===== config.mk =====
export PLATFORM = sky130hd
export DESIGN_NAME = cdb_broadcaster
export DESIGN_NICKNAME = d
export VERILOG_FILES = /design/src/rtl/cdb_broadcaster.sv
export SDC_FILE = /design/constraint.sdc
export NUM_CORES = 1
export LEC_CHECK = 0
export CORE_ASPECT_RATIO = 0.75
export CORE_UTILIZATION = 50
export CTS_BUF_LIST = sky130_fd_sc_hd__clkbuf_8
export DETAILED_ROUTE_END_ITERATION = 10
export PLACE_DENSITY = 0.78
export SETUP_SLACK_MARGIN = 0.2
export SYNTH_ARGS = -nofsm -noshare
export SYNTH_HDL_FRONTEND = slang
export SYNTH_SLANG_ARGS = --single-unit

===== constraint.sdc =====
create_clock -name clock -period 8.6 [get_ports clock]
set_input_delay 1.72 -clock clock [delete_from_list [all_inputs] [get_ports clock]]
set_output_delay 1.72 -clock clock [all_outputs]
set_load 0.03 [all_outputs]

===== src/rtl/cdb_broadcaster.sv =====
// Common data bus broadcaster for the complete stage.
// Buffers one finished result per functional unit in a holding slot and broadcasts one
// slot per cycle on the registered CDB, along with a one-hot fu_free release pulse.
// Arbitration is round-robin by default; defining CDB_FIXED_PRIO_EN switches it to a
// fixed lowest-index-wins priority with no rotating pointer.
module cdb_broadcaster #(
  parameter int unsigned NUM_FU = 5,
  parameter int unsigned PREG_W = 9,
  parameter int unsigned ROB_W  = 5,
  parameter int unsigned DATA_W = 32
) (
  input  logic                       clock,
  input  logic                       reset,
  input  logic                       flush,
  input  logic [NUM_FU-1:0]          fu_valid,
  input  logic [NUM_FU*PREG_W-1:0]   fu_tag,
  input  logic [NUM_FU*DATA_W-1:0]   fu_data,
  input  logic [NUM_FU*ROB_W-1:0]    fu_rob_idx,
  output logic [NUM_FU-1:0]          fu_ready,
  output logic                       cdb_valid,
  output logic [PREG_W-1:0]          cdb_tag,
  output logic [DATA_W-1:0]          cdb_data,
  output logic [ROB_W-1:0]           cdb_rob_idx,
  output logic [NUM_FU-1:0]          fu_free
);

  localparam int unsigned PTR_W = (NUM_FU > 1) ? $clog2(NUM_FU) : 1;

  logic [NUM_FU-1:0] hold_valid_q;
  logic [PREG_W-1:0] hold_tag_q  [NUM_FU];
  logic [DATA_W-1:0] hold_data_q [NUM_FU];
  logic [ROB_W-1:0]  hold_rob_q  [NUM_FU];

  logic [NUM_FU-1:0] grant;
  logic [PTR_W-1:0]  grant_idx;
  logic              grant_any;

`ifdef CDB_FIXED_PRIO_EN
  // Lowest-index pending slot wins; starvation of higher indices is accepted.
  always_comb begin
    grant     = '0;
    grant_idx = '0;
    grant_any = 1'b0;
    for (int unsigned k = 0; k < NUM_FU; k++) begin
      if (!grant_any && hold_valid_q[k]) begin
        grant_any = 1'b1;
        grant_idx = PTR_W'(k);
        grant[k]  = 1'b1;
      end
    end
  end
`else
  localparam logic [PTR_W:0] NumFuExt = (PTR_W+1)'(NUM_FU);

  logic [PTR_W-1:0] rr_ptr_q;
  logic [PTR_W:0]   scan_sum;
  logic [PTR_W-1:0] scan_idx;

  // Scan slots starting at rr_ptr, wrapping modulo NUM_FU; first pending slot wins.
  always_comb begin
    grant     = '0;
    grant_idx = '0;
    grant_any = 1'b0;
    scan_sum  = '0;
    scan_idx  = '0;
    for (int unsigned k = 0; k < NUM_FU; k++) begin
      scan_sum = {1'b0, rr_ptr_q} + (PTR_W+1)'(k);
      if (scan_sum >= NumFuExt) begin
        scan_sum = scan_sum - NumFuExt;
      end
      scan_idx = scan_sum[PTR_W-1:0];
      if (!grant_any && hold_valid_q[scan_idx]) begin
        grant_any        = 1'b1;
        grant_idx        = scan_idx;
        grant[scan_idx]  = 1'b1;
      end
    end
  end

  // Pointer moves just past the granted slot; flush leaves it untouched.
  always_ff @(posedge clock) begin
    if (reset) begin
      rr_ptr_q <= '0;
    end else if (!flush && grant_any) begin
      if (grant_idx == PTR_W'(NUM_FU - 1)) begin
        rr_ptr_q <= '0;
      end else begin
        rr_ptr_q <= grant_idx + PTR_W'(1);
      end
    end
  end
`endif

  // A slot draining this cycle can be refilled in the same edge; flush accepts-and-drops.
  assign fu_ready = flush ? '1 : (~hold_valid_q | grant);

  // Holding slots: capture on valid/ready handshake, release when broadcast.
  always_ff @(posedge clock) begin
    if (reset) begin
      hold_valid_q <= '0;
      for (int unsigned i = 0; i < NUM_FU; i++) begin
        hold_tag_q[i]  <= '0;
        hold_data_q[i] <= '0;
        hold_rob_q[i]  <= '0;
      end
    end else if (flush) begin
      hold_valid_q <= '0;
    end else begin
      for (int unsigned i = 0; i < NUM_FU; i++) begin
        if (fu_valid[i] && fu_ready[i]) begin
          hold_valid_q[i] <= 1'b1;
          hold_tag_q[i]   <= fu_tag[i*PREG_W +: PREG_W];
          hold_data_q[i]  <= fu_data[i*DATA_W +: DATA_W];
          hold_rob_q[i]   <= fu_rob_idx[i*ROB_W +: ROB_W];
        end else if (grant[i]) begin
          hold_valid_q[i] <= 1'b0;
        end
      end
    end
  end

  // Registered CDB; payload holds its last value when idle.
  always_ff @(posedge clock) begin
    if (reset) begin
      cdb_valid   <= 1'b0;
      cdb_tag     <= '0;
      cdb_data    <= '0;
      cdb_rob_idx <= '0;
      fu_free     <= '0;
    end else if (flush) begin
      cdb_valid <= 1'b0;
      fu_free   <= '0;
    end else if (grant_any) begin
      cdb_valid   <= 1'b1;
      cdb_tag     <= hold_tag_q[grant_idx];
      cdb_data    <= hold_data_q[grant_idx];
      cdb_rob_idx <= hold_rob_q[grant_idx];
      fu_free     <= grant;
    end else begin
      cdb_valid <= 1'b0;
      fu_free   <= '0;
    end
  end

endmodule

# ---- Word-level counts from Yosys, hierarchy flattened
# Memory sizes are Yosys's and may differ from the RTL's. A register that Yosys moved wholly into a read port is not among the register bits.
# Cells that the tools add are included.
dict set report classes {
  magnitude_cmp 15
  add_sub_neg 10
  n_mux 90
  eq_ne 1
  reduce_logical 28
  n_bitwise 23
}
# cell count
set op_table {}
lappend op_table {{$mux W32} 5}
lappend op_table {{$mux W5} 11}
lappend op_table {{$mux W1} 48}
lappend op_table {{$mux W9} 5}
lappend op_table {{$mux W3} 11}
lappend op_table {{$or A5 B5 Y5} 5}
lappend op_table {{$lt A3 B4 Y1 const B} 5}
lappend op_table {{$ge A4 B3 Y1 const B} 4}
lappend op_table {{$bmux W1 S3} 5}
lappend op_table {{$demux W1 S3} 5}
lappend op_table {{$ge A3 B1 Y1 const B} 5}
lappend op_table {{$logic_and A1 B1 Y1} 15}
lappend op_table {{$or A1 B1 Y1} 15}
lappend op_table {{$sub A3 B3 Y3 const B} 5}
lappend op_table {{$reduce_bool A2 Y1} 5}
lappend op_table {{$add A3 B2 Y4 const B} 2}
lappend op_table {{$logic_not A1 Y1} 5}
lappend op_table {{$not A5 Y5} 1}
lappend op_table {{$add A3 B1 Y4 const B} 1}
lappend op_table {{$add A3 B3 Y4 const B} 1}
lappend op_table {{$add A3 B1 Y3 const B} 1}
lappend op_table {{$eq A3 B3 Y1 const B} 1}
lappend op_table {{$ge A3 B3 Y1 const B} 1}
lappend op_table {{$reduce_or A3 Y1} 1}
lappend op_table {{other kinds (3)} 4}
dict set report word_totals {
  ram_bits 230
  ff_bits 14
  in_bits 238
  memories 3
  output_inout_bits 57
}
# memory words width rd rd_ports_with_merged_regs wr line_no
set mem_list {}
lappend mem_list {hold_data_q 5 32 1 1 5 31} ;# logic [DATA_W-1:0] hold_data_q [NUM_FU];
lappend mem_list {hold_tag_q 5 9 1 1 5 30} ;# logic [PREG_W-1:0] hold_tag_q [NUM_FU];
lappend mem_list {hold_rob_q 5 5 1 1 5 32} ;# logic [ROB_W-1:0] hold_rob_q [NUM_FU];

# ---- Longest topological paths before layout
# Gate-level depths: netlist (run 1).
dict set report depth {
  word_depth 25
  ltp_mapped 20
  depth_no_buf 17
}

# ---- Worst setup path before layout (run 1)
# OpenSTA, ideal clock, no wires.
dict set report synth_timing {
  kind {register -> register}
  startpoint {register rr_ptr_q[0]}
  endpoint {memory hold_data_q[2][0] (enable)}
  setup_slack_ps 1913
  arrival_time_ps 6227
  t_required_ps 8141
  stages_incl_launch_ff 20
  synth_period_minus_slack_ps 6687
  setup_time_ps 459
  path_cell_list {dfxtp_1 buf_2 buf_4 buf_6 inv_1 ha_1 inv_1 fa_1 clkbuf_1 o22ai_1 a21boi_2 nand3_2 a211oi_2 nor4b_2 a41oi_1 a21bo_2 buf_2 buf_2 buf_2 o21bai_1}
}
# element line_no
set synth_rtl {}
lappend synth_rtl {{from (decl)} 55} ;# logic [PTR_W-1:0] rr_ptr_q;
lappend synth_rtl {{from (signal assigned)} 88} ;# rr_ptr_q <= grant_idx + PTR_W'(1);
lappend synth_rtl {{to (decl)} 31}

# ---- Final worst setup path (run 1)
dict set report layout_timing {
  startpoint {register rr_ptr_q[1]}
  endpoint {output fu_ready[1]}
}
dict set report layout_between {
  elab_chain_cells 19
  elab_cells_between_ends 77
  cone_classes {add/sub (9); order compare (15); mux (35); bitwise (5); reduce/logical (13)}
}
# element line_no
set layout_lines {}
lappend layout_lines {{parallel branches: the longest is 16 deep, another holds $add A3 B1 Y4} -}
lappend layout_lines {{$mux W5 *} 72} ;# if (!grant_any && hold_valid_q[scan_idx]) begin
lappend layout_lines {{$or A5 B5 Y5 *} 95} ;# assign fu_ready = flush ? '1 : (~hold_valid_q | grant);
lappend layout_lines {{$mux W5 *} 95}
lappend layout_lines {{to (decl)} 19} ;# output logic [NUM_FU-1:0] fu_ready,
# Every way passes the cells marked *. The select of a mux whose other input is x is not followed.

==> summary.txt, run 1 <==
Routing
  • Post-route ant nets: 0
  • DR vias/cell: slightly below 6
  • First-pass DRT Iterations: 6
  • Post-route DRC: 0
  • Overall routed net length: between 40 and 50 mm
  • 1st-iter DRT viols: around 1400
  • Via count: 12000
  • WL/cell: 23.0 µm

Worst setup path
  • Worst reg2reg endpoint: cdb_data[17]
  • WS Path Type: flop to primary output
  • FF-to-FF path depth: 14
  • Reg2reg start: rr_ptr_q[1]
  • Reg2reg setup slack: 2.50 ns
  • CP arrival: 5.38 ns
  • Critical Path RT: 6.88 ns
  • Worst setup EP type: primary output
  • Startpoint class of the critical path: flop
  • Critical Path Fanout Max: 14

Timing
  • Setup tns final: 0 ns
  • Final hold vios: 0
  • Fin crit period: 7.10 ns
  • Final Cycle Share: 0.826
  • Min Hold Slack: 0.586 ns
  • Final setup viols: 0
  • Max Slew Vio Count: 0
  • Final setup margin: 1.50 ns
  • Worst Tran Pin Value: 1.25 ns
  • F_max: 141 MHz
  • Slew headroom: 0.170
  • RSZ-0062 raised after global routing: false
  • Max Clock Skew: 0.0286 ns

Layout
  • Layout cell share with drive strength beyond 1: 0.127
  • Most common cell after layout, fill and taps aside: clkdlybuf4s50_1
  • Most frequent cells in the layout: clkdlybuf4s50_1, nand2_1, edfxtp_1
  • Area delta synth->final: 24.6%
  • # nets final: 1842
  • Antenna diodes: 0

Power and ir drop
  • VDD IR-drop max: 0.374 mV
  • Clock Power Share: 0.187
  • Seq pwr share: 0.307
  • Sw power: 2.57 mW
  • Comb power frac: 0.506
  • Leak Pwr: between 6 and 7 nW
  • Net Sw Frac: 0.437
  • Power Dens Cells: between 300 and 400 nW/µm²
  • Cell Int Power: 3.31 mW

CTS
  • Worst-path clk slew: ~0.07 ns
  • Clk sinks: 290
  • Post-CTS Resized: 0
  • Clock buffer depth: 3
  • Root buffer cell: clkbuf_8
  • Cts hold-fix bufs: 0
  • Worst-skew pair later-pin latency: 0.58 ns
  • Post-CTS Setup Bufs: 0
  • # H-tree levels: 2
  • Total CTS buffers: 46
  • CTS tree: done

Synth
  • Post-synth top area share: 0.463
  • Syn nets: ~1600
  • Area leader, netlist: edfxtp_1
  • Synthesized area per cell: about 11 µm²
  • Synth Cell Area: 14900 µm²
  • Post-synthesis sequential area ratio: 0.543
  • Ys Warns: 0
  • Yosys cell types: 87
  • EDFF count, synth: between 200 and 250
  • Seq cells post-synth: 290
  • Synth top area cells: edfxtp_1, dfxtp_1, nand2_1
  • Ys flop type: edfxtp_1
  • Synth async-reset ratio: 0
  • Mapped Cells: 1365

Floorplan
  • Die Span Y: around 150 µm
  • Placeable Area: 29200 µm²
  • Starting Density: 0.511
  • Die X-Extent: 202 µm
  • I/O pin count: 295
  • # rows: 54
  • Die Area: slightly above 30000 µm²

Worst hold path
  • Hold EP: cdb_rob_idx[4]
  • Min-Delay Path Depth: 2
  • Hold path startpoint: cdb_rob_idx[4]
  • Min-delay worst type: flop to flop

Placed design
  • Global placer's final weighted congestion: 0.931
  • Pre-CTS WS: 2.22 ns
  • Post-DP HPWL: 30.9 mm
  • Port bufs: 294

GRT
  • Initial antenna violation count: 0
  • Largest net degree at the start of global routing: between 150 and 200
  • Gr ovfl total: 0
  • Gr usage total: 0.297
  • First-pass GRT wire length: 68.6 mm
  • Vias in the first global route: 11100

Flow run
  • Max cap viols: 0

Status
  • Run status: finished, final reports clean
==> per-layer routing <==
layer / vias up / wire length, µm / share of wire / track usage
met5: - / 0 / 0 / 0
met4: 0 / 912 / 0.020 / 0.0742
met3: 66 / 5240 / 0.11 / 0.0798
met2: 610 / 18800 / 0.40 / 0.401
met1: 5776 / 21600 / 0.46 / 0.464
li1: 5580 / - / - / -
==> worst max path at each step <==
stage                           start                end  slack, ns  cells past startpoint
final                     rr_ptr_q[1]        fu_ready[1]       1.50                     12
after global routing      rr_ptr_q[1]        fu_ready[0]       1.11                     12
after CTS                 rr_ptr_q[1]        fu_ready[1]       1.59                     12
after detailed placement  rr_ptr_q[1]        fu_ready[1]       2.22                     12
after global placement    rr_ptr_q[1]        fu_ready[1]       2.24                     12
after floorplan           rr_ptr_q[0]  hold_data_q[2][0]       1.91                     19
==> power groups by stage <==
| stage | Combinational (mW) | Clock (mW) | Sequential (mW) |
|---|---|---|---|
| global placement | 2.92 | 0 | 1.83 |
| finish | 2.98 | 1.10 | 1.81 |
| global route | 3.16 | 1.18 | 1.82 |
| CTS | 2.95 | 1.12 | 1.81 |
| floorplan | 1.96 | 0 | 1.95 |
| detailed placement | 2.95 | 0 | 1.83 |
==> cell usage after synthesis (10+ instances only) <==
cell type and instances:
a2111oi_2 20, nand3_1 16, mux2i_1 54, buf_2 29
a2111oi_1 20, a211oi_1 50, a21oi_2 82, ha_1 10
o22ai_1 48, edfxtp_1 230, nand2_1 255, a21oi_1 169
buf_6 17, and2_1 44, nor2_1 19, dfxtp_1 60
inv_1 16, clkbuf_1 68, o21ai_0 13
==> sequential cells by signal (all words and copies together) (netlist names) <==
signal / cells
cdb_data: 32
cdb_rob_idx: 5
cdb_tag: 9
cdb_valid: 1
fu_free: 5
hold_data_q: 160
hold_rob_q: 25
hold_tag_q: 45
hold_valid_q: 5
rr_ptr_q: 3
==> cell type report <==
type                    count  area [µm²]
clock buffers              50         688
clock inverters            35         163
fillers                  2342       10600
inverters                  17        66.3
multi-input cells         926        5980
flip-flops and latches    290        8110
well taps                 392         490
repair buffers            312        3100
==> worst max-delay path, cell delays in order (launching register included) <==
cell	delay, ns
dfxtp_1	0.67
inv_1	0.23
ha_1	0.30
ha_1	0.45
a211o_1	0.39
a21oi_1	0.30
mux2i_1	0.45
a22oi_2	0.20
nor4b_2	0.58
a32oi_1	0.26
and3_1	0.23
nand2_1	0.06
clkdlybuf4s50_1	0.68
==> through the flow <==
stage	std cells	area (µm²)	total power, mW	util
global placement	1937	17700	4.75	0.608
CTS	2022	18600	5.88	0.637
detailed placement	1937	17700	4.78	0.608
finish	2022	18600	5.89	0.637
floorplan	1365	14900	3.91	-
global route	2022	18600	6.16	0.637
==> cell families after synthesis <==
family	Yosys count	synth area share
fa+ha+maj	11	0.00972
buf+inv	149	0.0590
mux	59	0.0411
xor+xnor	2	0.00117
compound gates	468	0.229
simple gates	386	0.117
flops	290	0.543
Power figures use the tool's default switching activity.
==> run 2, diff against run 1 <==
- clock period: 8.6 -> 6.6 ns (I/O delays scaled with it)
==> run 2 against run 1 <==
  * Critical path type unchanged
  * Worst hold slack got worse by 0.00081 ns
  * Routed wire length is 0.73% lower
  * Power grew 33%
  * Clock skew down 0.0025 ns
  * Clock power grew 32%
  * Critical path depth is the same
==> summary.txt, run 2 (synthesis gave the netlist of run 1 again) <==
Status
  • Run status: finished, final reports clean

Layout
  • Post-Layout Cell Count: between 2000 and 2500
  • Area delta synth->final: 26.5%
  • Top Registers: hold_data_q x160, hold_tag_q x45, cdb_data x32
  • Layout cell share with drive strength beyond 1: 0.141
  • Most common cell after layout, fill and taps aside: clkdlybuf4s50_1
  • Max FFs per register: 160
  • Top reg by flops: hold_data_q
  • # nets final: 1856
  • Most frequent cells in the layout: clkdlybuf4s50_1, nand2_1, edfxtp_1

Floorplan
  • I/O pin count: 295
  • # rows: between 50 and 60
  • Die Span Y: 152 µm
  • Placeable Area: 29200 µm²
  • Die X-Extent: between 200 and 250 µm
  • Starting Density: 0.511
  • Die Area: 30600 µm²

CTS
  • Cts hold-fix bufs: 0
  • # H-tree levels: 2
  • Worst-skew pair later-pin latency: 0.58 ns
  • Root buffer cell: clkbuf_8
  • Clock buffer depth: 3
  • Worst-path clk slew: 0.06 ns
  • CTS tree: done
  • Total CTS buffers: 46
  • Clk sinks: 290

Worst setup path
  • Reg2reg setup slack: ~1.3 ns
  • Critical Path RT: approximately 5.3 ns
  • Startpoint class of the critical path: flop
  • Crit path buf inv count: 2
  • Critical Path, Cell by Cell: inv_1 > ha_1 > ha_1 > a211o_1 > a211o_1 > or3b_1 > a22oi_2 > nand4_1 > o211ai_1 > a41oi_1 > nand3_1 > clkdlybuf4s50_1
  • Worst reg2reg endpoint: hold_data_q[0][20]
  • Crit-path max cell delay: ~0.68 ns
  • Worst setup EP type: primary output
  • WS Path Type: flop to primary output
  • Reg2reg start: rr_ptr_q[1]
  • Top delay family on crit path: compound AO/OA/AOI/OAI gates
  • CP arrival: about 5 ns
  • FF-to-FF path depth: 13
  • Critical Path Fanout Max: 14
  • CP max stage cell: clkdlybuf4s50_1

GRT
  • Vias in the first global route: 11300
  • Largest net degree at the start of global routing: approximately 140
  • Gr ovfl total: 0
  • First-pass GRT wire length: 67.8 mm
  • Initial antenna violation count: 6
  • Gr usage total: 0.295

Routing
  • Via count: 12100
  • DR top layer: met5
  • 1st-iter DRT viols: 1251
  • M1 WL: 20.4 mm
  • Routed wl met2: between 15 and 20 mm
  • Post-route DRC: 0
  • Overall routed net length: between 40 and 50 mm
  • WL met3: about 5.3 mm
  • First-pass DRT Iterations: 5
  • DR vias/cell: 5.96
  • WL/cell: 22.7 µm
  • Post-route ant nets: 0

Timing
  • Max Clock Skew: roughly 0.026 ns
  • Slew headroom: 0.305
  • F_max: 162 MHz
  • Worst Tran Pin Value: 1.04 ns
  • Setup tns final: 0 ns
  • Fin crit period: approximately 6.2 ns
  • Final Cycle Share: 0.937
  • Final hold vios: 0
  • Min Hold Slack: ~0.6 ns
  • Final setup viols: 0
  • Max Slew Vio Count: 0
  • RSZ-0062 raised after global routing: false

Power and ir drop
  • Leak Pwr: between 6 and 7 nW
  • VDD IR-drop max: 0.481 mV
  • Power Dens Cells: 415 nW/µm²

Worst hold path
  • Hold path startpoint: cdb_data[5]
  • Min-Delay Path Depth: 2
  • Min-delay worst type: flop to flop
  • Hold EP: cdb_data[5]

Placed design
  • Post-DP HPWL: 31.5 mm
  • Port bufs: 294
  • Placed Instances: 1951
  • Global placer's final weighted congestion: 0.909

Flow run
  • Max cap viols: 0
-- run 2: final cells by class --
class	instances	area, µm²
inverters	17	66.3
clock inverters	36	180
diodes	1	2.50
flip-flops and latches	290	8110
well taps	392	490
fillers	2326	10300
clock buffers	49	674
repair buffers	326	3330
multi-input cells	926	6030
-- run 2: per-layer routing --
layer | GRT usage | vias to the layer above
met5 | 0 | -
met4 | 0.0962 | 6
met3 | 0.0877 | 81
met2 | 0.408 | 670
met1 | 0.437 | 5790
li1 | - | 5596
-- run 2: how the worst max path moves through the flow --
stage          cells past startpoint        start                end  slack [ns]
2_1_floorplan                     19  rr_ptr_q[0]  hold_data_q[2][0]        0.90
3_3_place_gp                      12  rr_ptr_q[1]        fu_ready[1]        0.83
3_5_place_dp                      13  rr_ptr_q[1]        fu_ready[1]        0.71
4_1_cts                           13  rr_ptr_q[1]        fu_ready[1]        0.28
5_1_grt                           12  rr_ptr_q[1]        fu_ready[2]        0.17
6_report                          12  rr_ptr_q[1]        fu_ready[2]        0.42
-- run 2: per-stage QoR --
stage | setup slack, ns | area (µm²) | power, mW | utilization
after floorplan | 0.896 | 14900 | 5.10 | -
after global placement | 0.832 | 18000 | 6.29 | 0.616
after detailed placement | 0.707 | 18000 | 6.33 | 0.616
after CTS | 0.278 | 18800 | 7.77 | 0.645
after global routing | 0.173 | 18900 | 8.18 | 0.647
final | 0.418 | 18900 | 7.84 | 0.647
-- run 2: worst min-delay path: stages, from the launching register on --
cell	delay [ns]
dfxtp_1	0.30
o22ai_1	0.16
a2111oi_1	0.07
-- run 2: timing repair --
action / CTS / global route
endpoints found under the hold margin: 0 / 0
cloned: 0 / 0
setup endpoints to repair: 3 / 4
gates resized for setup: 1 / 9
setup buffers: 0 / 0
pin swaps: 0 / 0
-- run 2: where the power goes --
part | leakage [nW] | internal (mW) | switching (mW) | total, mW
clock network | 0.514 | 0.730 | 0.720 | 1.45
logic | 3.28 | 1.44 | 2.59 | 4.03
registers | 2.93 | 2.24 | 0.115 | 2.36
total | 6.72 | 4.41 | 3.42 | 7.84
